## src/rtl/ctrl_pipe_if.sv

```systemverilog
// Decode-side handshake bundle: one decoded LC-3b instruction offered to the control pipeline.
interface ctrl_pipe_if;
  logic       in_valid;
  logic       in_ready;
  logic [3:0] opcode;
  logic       imm_bit;
  logic [2:0] dest;
  logic [2:0] src1;
  logic [2:0] src2;

  modport master (output in_valid, opcode, imm_bit, dest, src1, src2, input in_ready);
  modport slave  (input in_valid, opcode, imm_bit, dest, src1, src2, output in_ready);
endinterface

```

## src/rtl/ctrl_pipe.sv

```systemverilog
// LC-3b decode-to-writeback control pipeline: decodes a control word and carries it through
// NUM_STAGES registered stages with load-use stall, memory-stage stall and branch flush.
module ctrl_pipe #(
  parameter int NUM_STAGES = 4,
  parameter int MEM_STAGE  = 1,
  parameter int CW_W       = 11
) (
  input  logic                       clk,
  input  logic                       rst_n,
  ctrl_pipe_if.slave                 dec,
  input  logic                       mem_stall,
  input  logic                       flush,
  output logic                       illegal,
  output logic [NUM_STAGES-1:0]      stage_valid,
  output logic [NUM_STAGES*CW_W-1:0] stage_ctrl,
  output logic [NUM_STAGES*3-1:0]    stage_dest
);

  typedef enum logic [3:0] {
    OP_BR  = 4'b0000,
    OP_ADD = 4'b0001,
    OP_AND = 4'b0101,
    OP_LDR = 4'b0110,
    OP_STR = 4'b0111,
    OP_NOT = 4'b1001
  } opcode_e;

  typedef enum logic [1:0] {ALU_ADD = 2'b00, ALU_AND = 2'b01, ALU_NOT = 2'b10, ALU_PASS = 2'b11} alu_e;

  typedef struct packed {
    logic       br_en;
    logic [1:0] addr2mux_sel;
    logic       addr1mux_sel;
    logic       mem_write;
    logic       mem_read;
    logic       load_cc;
    logic       load_regfile;
    logic       sr2mux_sel;
    alu_e       aluop;
  } cw_t;

  typedef struct packed {
    logic       valid;
    cw_t        cw;
    logic [2:0] dest;
  } slot_t;

  localparam slot_t BUBBLE = '0;

  slot_t stage_q [NUM_STAGES];
  slot_t stage_d [NUM_STAGES];
  logic  illegal_q, illegal_d;

  cw_t  dec_cw;
  logic src1_used, src2_used, op_known;
  logic hazard, accept;

  // NOTE: every signal gets a default at the top of an always_comb so no path leaves it
  // unassigned; a missing default is how latches get inferred.
  always_comb begin
    dec_cw    = '0;
    src1_used = 1'b0;
    src2_used = 1'b0;
    op_known  = 1'b1;
    case (dec.opcode)
      OP_ADD, OP_AND: begin
        dec_cw.aluop        = (dec.opcode == OP_AND) ? ALU_AND : ALU_ADD;
        dec_cw.sr2mux_sel   = dec.imm_bit;
        dec_cw.load_regfile = 1'b1;
        dec_cw.load_cc      = 1'b1;
        src1_used           = 1'b1;
        src2_used           = !dec.imm_bit;
      end
      OP_NOT: begin
        dec_cw.aluop        = ALU_NOT;
        dec_cw.load_regfile = 1'b1;
        dec_cw.load_cc      = 1'b1;
        src1_used           = 1'b1;
      end
      OP_LDR: begin
        dec_cw.aluop        = ALU_PASS;
        dec_cw.mem_read     = 1'b1;
        dec_cw.load_regfile = 1'b1;
        dec_cw.load_cc      = 1'b1;
        dec_cw.addr1mux_sel = 1'b1;
        dec_cw.addr2mux_sel = 2'b01;
        src1_used           = 1'b1;
      end
      OP_STR: begin
        dec_cw.aluop        = ALU_PASS;
        dec_cw.mem_write    = 1'b1;
        dec_cw.addr1mux_sel = 1'b1;
        dec_cw.addr2mux_sel = 2'b01;
        src1_used           = 1'b1;
        src2_used           = 1'b1;
      end
      OP_BR: begin
        dec_cw.br_en        = 1'b1;
        dec_cw.addr2mux_sel = 2'b10;
      end
      default: op_known = 1'b0;
    endcase
  end

  // A load sitting in stage 0 cannot forward its data to an instruction entering this cycle.
  assign hazard = stage_q[0].valid && stage_q[0].cw.mem_read &&
                  ((src1_used && (stage_q[0].dest == dec.src1)) ||
                   (src2_used && (stage_q[0].dest == dec.src2)));

  assign dec.in_ready = !hazard && !mem_stall && !flush;
  assign accept       = dec.in_valid && dec.in_ready;
  assign illegal_d    = accept && !op_known;

  always_comb begin
    stage_d = stage_q;
    if (accept) begin
      stage_d[0] = '{valid: 1'b1, cw: dec_cw, dest: dec.dest};
    end else if (flush || !mem_stall) begin
      stage_d[0] = BUBBLE;
    end
    // Stages up to the memory stage freeze on mem_stall; the one after it takes a bubble.
    for (int k = 1; k < NUM_STAGES; k++) begin
      if (k <= MEM_STAGE) begin
        if (!mem_stall) stage_d[k] = stage_q[k-1];
      end else if ((k == MEM_STAGE + 1) && mem_stall) begin
        stage_d[k] = BUBBLE;
      end else begin
        stage_d[k] = stage_q[k-1];
      end
    end
  end

  // NOTE: these are pipeline registers, not a RAM, so every entry is cleared by the async
  // reset; all state updates here use non-blocking assignments.
  always_ff @(posedge clk or negedge rst_n) begin
    if (!rst_n) begin
      for (int k = 0; k < NUM_STAGES; k++) stage_q[k] <= BUBBLE;
      illegal_q <= 1'b0;
    end else begin
      stage_q   <= stage_d;
      illegal_q <= illegal_d;
    end
  end

  assign illegal = illegal_q;

  for (genvar k = 0; k < NUM_STAGES; k++) begin : g_out
    assign stage_valid[k]               = stage_q[k].valid;
    assign stage_ctrl[k*CW_W +: CW_W]   = CW_W'(stage_q[k].cw);
    assign stage_dest[k*3 +: 3]         = stage_q[k].dest;
  end

endmodule

```

## src/flat_wrapper.sv

```systemverilog
// flat-port wrapper written by rule: the top's interface ports become plain ports
module ctrl_pipe_flat 
#(
  parameter int NUM_STAGES = 4,
  parameter int MEM_STAGE  = 1,
  parameter int CW_W       = 11
)
  (clk, rst_n, mem_stall, flush, illegal, stage_valid, stage_ctrl, stage_dest, dec_in_valid, dec_opcode, dec_imm_bit, dec_dest, dec_src1, dec_src2, dec_in_ready);
  ctrl_pipe_if dec_i ();
  input  logic clk;
  input  logic rst_n;
  input  logic mem_stall;
  input  logic flush;
  output logic illegal;
  output logic [NUM_STAGES-1:0] stage_valid;
  output logic [NUM_STAGES*CW_W-1:0] stage_ctrl;
  output logic [NUM_STAGES*3-1:0] stage_dest;
  input wire logic [$bits(dec_i.in_valid)-1:0] dec_in_valid;
  input wire logic [$bits(dec_i.opcode)-1:0] dec_opcode;
  input wire logic [$bits(dec_i.imm_bit)-1:0] dec_imm_bit;
  input wire logic [$bits(dec_i.dest)-1:0] dec_dest;
  input wire logic [$bits(dec_i.src1)-1:0] dec_src1;
  input wire logic [$bits(dec_i.src2)-1:0] dec_src2;
  output wire logic [$bits(dec_i.in_ready)-1:0] dec_in_ready;
  assign dec_i.in_valid = dec_in_valid;
  assign dec_i.opcode = dec_opcode;
  assign dec_i.imm_bit = dec_imm_bit;
  assign dec_i.dest = dec_dest;
  assign dec_i.src1 = dec_src1;
  assign dec_i.src2 = dec_src2;
  assign dec_in_ready = dec_i.in_ready;
  ctrl_pipe #(.NUM_STAGES(NUM_STAGES), .MEM_STAGE(MEM_STAGE), .CW_W(CW_W)) u_core (.clk(clk), .rst_n(rst_n), .dec(dec_i), .mem_stall(mem_stall), .flush(flush), .illegal(illegal), .stage_valid(stage_valid), .stage_ctrl(stage_ctrl), .stage_dest(stage_dest));
endmodule
```

## config.mk

```make
export PLATFORM = sky130hd
export DESIGN_NAME = ctrl_pipe_flat
export DESIGN_NICKNAME = d
export VERILOG_FILES = /design/src/rtl/ctrl_pipe_if.sv /design/src/rtl/ctrl_pipe.sv /design/src/flat_wrapper.sv
export SDC_FILE = /design/constraint.sdc
export NUM_CORES = 1
export LEC_CHECK = 0
export CAP_MARGIN = 20
export CORE_ASPECT_RATIO = 2
export CORE_UTILIZATION = 40
export CTS_CLUSTER_DIAMETER = 200
export CTS_CLUSTER_SIZE = 14
export DETAILED_ROUTE_END_ITERATION = 16
export DONT_BUFFER_PORTS = 1
export PLACE_DENSITY = 0.54
export SLEW_MARGIN = 5
export SYNTH_ARGS = -nofsm -noshare
export SYNTH_HDL_FRONTEND = slang
export SYNTH_SLANG_ARGS = --single-unit
```

## constraint.sdc

```tcl
create_clock -name clk -period 4.55 [get_ports clk]
set_input_delay 0.91 -clock clk [delete_from_list [all_inputs] [get_ports clk]]
set_output_delay 0.91 -clock clk [all_outputs]
set_load 0.05 [all_outputs]
```

After elaboration in Yosys (flattened, before gate mapping) --
Index checks and enable logic that the tools add are counted.
Word-level totals: bits of input ports 19, logic and storage cells 89, register bits after elaboration 61
Cells by class: multiplexer cells 15, reductions and logical operators 22, equality and inequality tests 7
Operators by type and width (count):
- 2-to-1 mux 15 bit | 3
- equality test 4 x 3 -> 1 bit (second input constant) | 3
- logical AND 1 bit | 8
- 2-to-1 mux 1 bit | 8
- equality test 3 bit | 2
- one-hot mux 2 bit (3 select lines) | 1
- OR reduction 6 bit | 1
- logical NOT 1 bit | 5
- OR reduction 5 bit | 1
- equality test 4 x 1 -> 1 bit (second input constant) | 1
- equality test 4 bit (second input constant) | 1
- logical NOT 4 bit | 1
- one-hot mux 2 bit (2 select lines) | 1
- OR reduction 2 bit | 2
- OR reduction 4 bit | 1
- logical OR 1 bit | 2
- 2-to-1 mux 2 bit | 1
- one-hot mux 1 bit (2 select lines) | 1
- nonzero test 2 bit | 1

Depth between registers and ports, before layout --
depth after elaboration 11, gate-level depth with buffers 7, depth with buffers taken out 5

Worst setup path after synthesis --
Ideal clock, no wire load.
path kind input-to-output, start in dec_opcode[2], end out dec_in_ready, arrival 1.935 ns, stages 5, setup slack 1.705 ns, path through buf_2 > nor2b_2 > nor2_1 > a31oi_1 > o41a_1
On the way: cells in the longest elaborated chain, start to end 9, elaborated cells on any way between the ends 16, those cells by class 5 x eq/ne; 2 x mux; 9 x reduce/logical
Ends and longest elaborated chain:
- start: declaration | RTL line flat_wrapper.sv:19 | input wire logic [$bits(dec_i.opcode)-1:0] dec_opcode;
- equality test 4 x 1 -> 1 bit, or another cell as far along | RTL line ctrl_pipe.sv:65 | case (dec.opcode)
- OR reduction 2 bit / OR reduction 5 bit (equally long branches)
- one-hot mux 1 bit (2 select lines) / 2-to-1 mux 1 bit (equally long branches) | RTL line ctrl_pipe.sv:65
- logical AND 1 bit (on tied branches) | RTL line ctrl_pipe.sv:108, ctrl_pipe.sv:107
- logical OR 1 bit (*) | RTL line ctrl_pipe.sv:107 | ((src1_used && (stage_q[0].dest == dec.src1)) ||
- logical AND 1 bit (*) | RTL line ctrl_pipe.sv:106 | assign hazard = stage_q[0].valid && stage_q[0].cw.mem_read &&
- logical NOT 1 bit (*) | RTL line ctrl_pipe.sv:110 | assign dec.in_ready = !hazard && !mem_stall && !flush;
- logical AND 1 bit (*) (2 in series) | RTL line ctrl_pipe.sv:110
- end: declaration | RTL line flat_wrapper.sv:24 | output wire logic [$bits(dec_i.in_ready)-1:0] dec_in_ready;
Mark *: on every way between the ends. The rest lies on a longest branch, timed or not.

Worst setup path in the final report --
start reg u_core.stage_q (netlist bit u_core.stage_dest[0]), end out dec_in_ready
On the way: cells in the longest elaborated chain, start to end 7, elaborated cells on any way between the ends 9, those cells by class 2 x eq/ne; 7 x reduce/logical
Ends and longest elaborated chain:
- start: declaration | RTL line ctrl_pipe.sv:50 | slot_t stage_q [NUM_STAGES];
- start signal: assignment | RTL line ctrl_pipe.sv:140 | stage_q <= stage_d;
- equality test 3 bit (on tied branches) | RTL line ctrl_pipe.sv:107, ctrl_pipe.sv:108
- logical AND 1 bit (on tied branches) | RTL line ctrl_pipe.sv:107, ctrl_pipe.sv:108
- logical OR 1 bit (*) | RTL line ctrl_pipe.sv:107
- logical AND 1 bit (*) | RTL line ctrl_pipe.sv:106
- logical NOT 1 bit (*) | RTL line ctrl_pipe.sv:110
- logical AND 1 bit (*) (2 in series) | RTL line ctrl_pipe.sv:110
Marked as above.

==> flow_metrics.env <==
export IMPL_outcome="complete, no violations"
export IMPL_timing_worst_setup_path_type="flop to primary output"
export IMPL_numCtsBuffers=5
export IMPL_finalNetCount=145
export IMPL_worstHoldPathType="input port to asynchronous set/reset pin"
export IMPL_finClkSkew_ns=0.00566
export IMPL_htree_num_levels=2
export IMPL_final_layout_size_suffix_gt1_share_pct=15.7
export IMPL_wire_length_of_the_first_global_routing_pass_mm=5.29
export IMPL_crit_buf_inv=0
export IMPL_post_synth_inst_count=149
export IMPL_n_antenna_cell=0
export IMPL_timing_final_crit_share_pct=66.4
export IMPL_placement_io_buffers=0
export IMPL_powerDensity_nw_per_um2=396
export IMPL_globalplace_congestion=0.758
export IMPL_worst_ep_arrival_time_ns=2.11
export IMPL_overflow=0
export IMPL_timing_critical_path_to_type="primary output"
export IMPL_antenna_violating_nets_post_route=0
export IMPL_via_count_of_the_first_global_routing_pass=1065
export IMPL_cpLargestDelayFamily="compound AO/OA/AOI/OAI gates"
export IMPL_synth_edff_count=0
export IMPL_die_area_sq_um=5250
export IMPL_cp_max_fo=5
export IMPL_synthDominantAreaCellType="sky130_fd_sc_hd__dfrtp_1"
export IMPL_cts_tree="yes"
export IMPL_ctsRootBufferMaster="sky130_fd_sc_hd__clkbuf_8"
export IMPL_tightestPinTransition_ns=0.958
export IMPL_path_cells="xor2_1 > nor3_2 > a31oi_1 > o41a_1"
export IMPL_timing_setup_tns_ns=0
export IMPL_yosys_most_used_dff="sky130_fd_sc_hd__dfrtp_1"
export IMPL_yosysMostFrequentCell="sky130_fd_sc_hd__dfrtp_1"
export IMPL_rows=35
export IMPL_worst_slew_margin_rel_pct=36.1
export IMPL_syn_area_per_cell_sq_um=13.3
export IMPL_syn_area_sq_um=1980
export IMPL_filler_cell_count=426
export IMPL_vdd_ir_drop_worst_mv=0.239
export IMPL_p_sw_share_pct=25.2
export IMPL_synth_cell_types=29
export IMPL_ff2ff_setup_slack_ns=2.37
export IMPL_coreArea_sq_um=4690
export IMPL_yosys_warnings=0
export IMPL_synth_top_area_share_pct=61.9
export IMPL_rsz0062_at_grt="false"
export IMPL_finalMaxSlewViolations=0
export IMPL_clkTransAtPathRegs_ns=0.08
export IMPL_synthTopCellsByArea="sky130_fd_sc_hd__dfrtp_1, sky130_fd_sc_hd__buf_4, sky130_fd_sc_hd__mux2_2, sky130_fd_sc_hd__nor2b_1, sky130_fd_sc_hd__a22o_1"
export IMPL_die_y_microns=101
export IMPL_post_cts_setup_buffer_count=0
export IMPL_clock_latency_ns=0.29
export IMPL_sequential_power_share_pct=65.4
export IMPL_critical_path_startpoint_type="flop"
export IMPL_critPathMaxStageDelay_ns=0.75
export IMPL_io_pins=81
export IMPL_area_growth_pct=-3.16
export IMPL_cell_internal_pwr_w=0.000568
export IMPL_finalSetupViolations=0
export IMPL_synthArstFlopShare_pct=100
export IMPL_timing_hold_violations_final=0
export IMPL_power_share_clock_pct=30.9
export IMPL_routed_via_density=5.48
export IMPL_static_leakage_power_nw=0.951
export IMPL_track_usage_pct=14.0
export IMPL_share_of_power_burned_in_combinational_logic_pct=3.8
export IMPL_initial_utilization_pct=42.2
export IMPL_synth_seq_cells=49
export IMPL_final_period_minus_worst_setup_slack_ns=3.02
export IMPL_clk_path_buf_depth=2
export IMPL_drc_errors=0
export IMPL_clock_sinks=49
export IMPL_route_detailed_wl_per_inst_microns=18.0
export IMPL_ctsResizeCount=0
export IMPL_final_cells=182
export IMPL_netlist_top_cells_count="sky130_fd_sc_hd__dfrtp_1, sky130_fd_sc_hd__buf_4, sky130_fd_sc_hd__nor2b_1, sky130_fd_sc_hd__mux2_2, sky130_fd_sc_hd__a22o_1"
export IMPL_drv_max_cap_violation_count=0
export IMPL_totalWireLength_mm=3.28
export IMPL_detail_route_iter0_violations=21
export IMPL_cpMaxStageDelayCell="sky130_fd_sc_hd__dfrtp_1"
export IMPL_dp_cells=174
export IMPL_net_count_after_synthesis=168
export IMPL_netSwitchingPower_w=0.000191
export IMPL_grt_max_degree=50
export IMPL_achievable_frequency_mhz=331
export IMPL_via_count_of_the_routed_design=997
export IMPL_dieWidth_microns=51.7
export IMPL_worst_ep_required_time_ns=3.64
export IMPL_drt_pass1_iter_count=4
export IMPL_antenna_violations_before_repair=0
export IMPL_ctsHoldBuffers=0
export IMPL_synth_sequential_area_ratio_pct=61.9
-- flip-flops by register name (all words and copies together) (netlist names) --
| name | cells |
|---|---|
| u_core.stage_dest | 12 |
| u_core.stage_ctrl | 32 |
| u_core.illegal | 1 |
| u_core.stage_valid | 4 |
-- power groups by stage --
stage                     combinational, W  clock, W  sequential (W)
final                            0.0000285  0.000234        0.000496
after global routing             0.0000320  0.000271        0.000499
after CTS                        0.0000289  0.000247        0.000497
after detailed placement         0.0000289         0        0.000506
after global placement           0.0000278         0        0.000506
after floorplan                  0.0000487         0        0.000489
-- path summary, 6_finish.rpt --
path | depth (start not counted) | endpoint | from
worst max-delay path | 4 | dec_in_ready | u_core.stage_dest[0]
worst min-delay path | 0 | u_core.stage_ctrl[6] | rst_n
worst max register to register | 5 | u_core.stage_ctrl[5] | u_core.stage_dest[0]
worst min register to register | 0 | u_core.stage_dest[9] | u_core.stage_dest[6]
max in group asynchronous | 0 | u_core.stage_ctrl[35] | rst_n
min in group clk | 1 | u_core.stage_ctrl[23] | mem_stall
-- area by class of cell --
cell class | count | area [sq um] | share of cell area (%)
Clock buffer | 8 | 80.1 | 4.18
Inverter | 1 | 3.75 | 0.196
Sequential cell | 49 | 1230 | 64.0
Tap cell | 55 | 68.8 | 3.59
Multi-Input combinational cell | 69 | 538 | 28.1
-- per-layer routing --
| metal | up-vias | global-route usage, % | part of all wire (%) |
|---|---|---|---|
| met2 | 54 | 24.1 | 55 |
| li1 | 434 | - | - |
| met1 | 505 | 14.6 | 35 |
| met5 | - | 0 | 0 |
| met4 | 0 | 7.07 | 1.6 |
| met3 | 4 | 5.11 | 8.5 |
-- metrics by stage --
step	power, W	cell area, sq um	hold slack [ns]	setup WS [ns]	utilization, %
global route	0.000802	1920	0.275	1.43	40.9
global placement	0.000533	1840	0.615	1.70	39.2
floorplan	0.000538	1980	0.355	1.70	-
finish	0.000759	1920	0.308	1.53	40.9
detailed placement	0.000535	1840	0.616	1.66	39.2
CTS	0.000773	1920	0.295	1.52	40.9
-- logic make-up (layout without fill, tap and decap cells) --
| family | count (synthesis) | after routing | share of synthesized area, % |
|---|---|---|---|
| flip-flops | 49 | 49 | 61.9 |
| AO/OA/AOI/OAI | 20 | 20 | 8.47 |
| XOR/XNOR | 6 | 6 | 2.65 |
| buffers and inverters | 31 | 9 | 10.9 |
| AND/OR/NAND/NOR | 31 | 31 | 9.23 |
| multiplexers | 12 | 12 | 6.83 |
-- worst register-to-register path, stage by stage, from the launching register on --
cell	delay, ns
sky130_fd_sc_hd__dfrtp_1	0.75
sky130_fd_sc_hd__xor2_1	0.17
sky130_fd_sc_hd__nor3_2	0.19
sky130_fd_sc_hd__a31oi_1	0.15
sky130_fd_sc_hd__o41a_1	0.50
sky130_fd_sc_hd__a32o_1	0.32
-- placed cells by master (no fill, tap or decap), drive strengths merged --
master and instances:
a21boi 1, nor3b 1, and2 1, or2 1
nor2b 15, a22o 7, nand3 2, a31oi 1
a21o 2, clkbuf 8, nand2b 1, nor3 2
o21ai 1, inv 1, o41a 2, a21oi 2
nand2 1, a32o 4, and3b 1, dfrtp 49
xor2 6, nor2 6, mux2 12
Note: power is estimated with default switching activity, not from simulation.
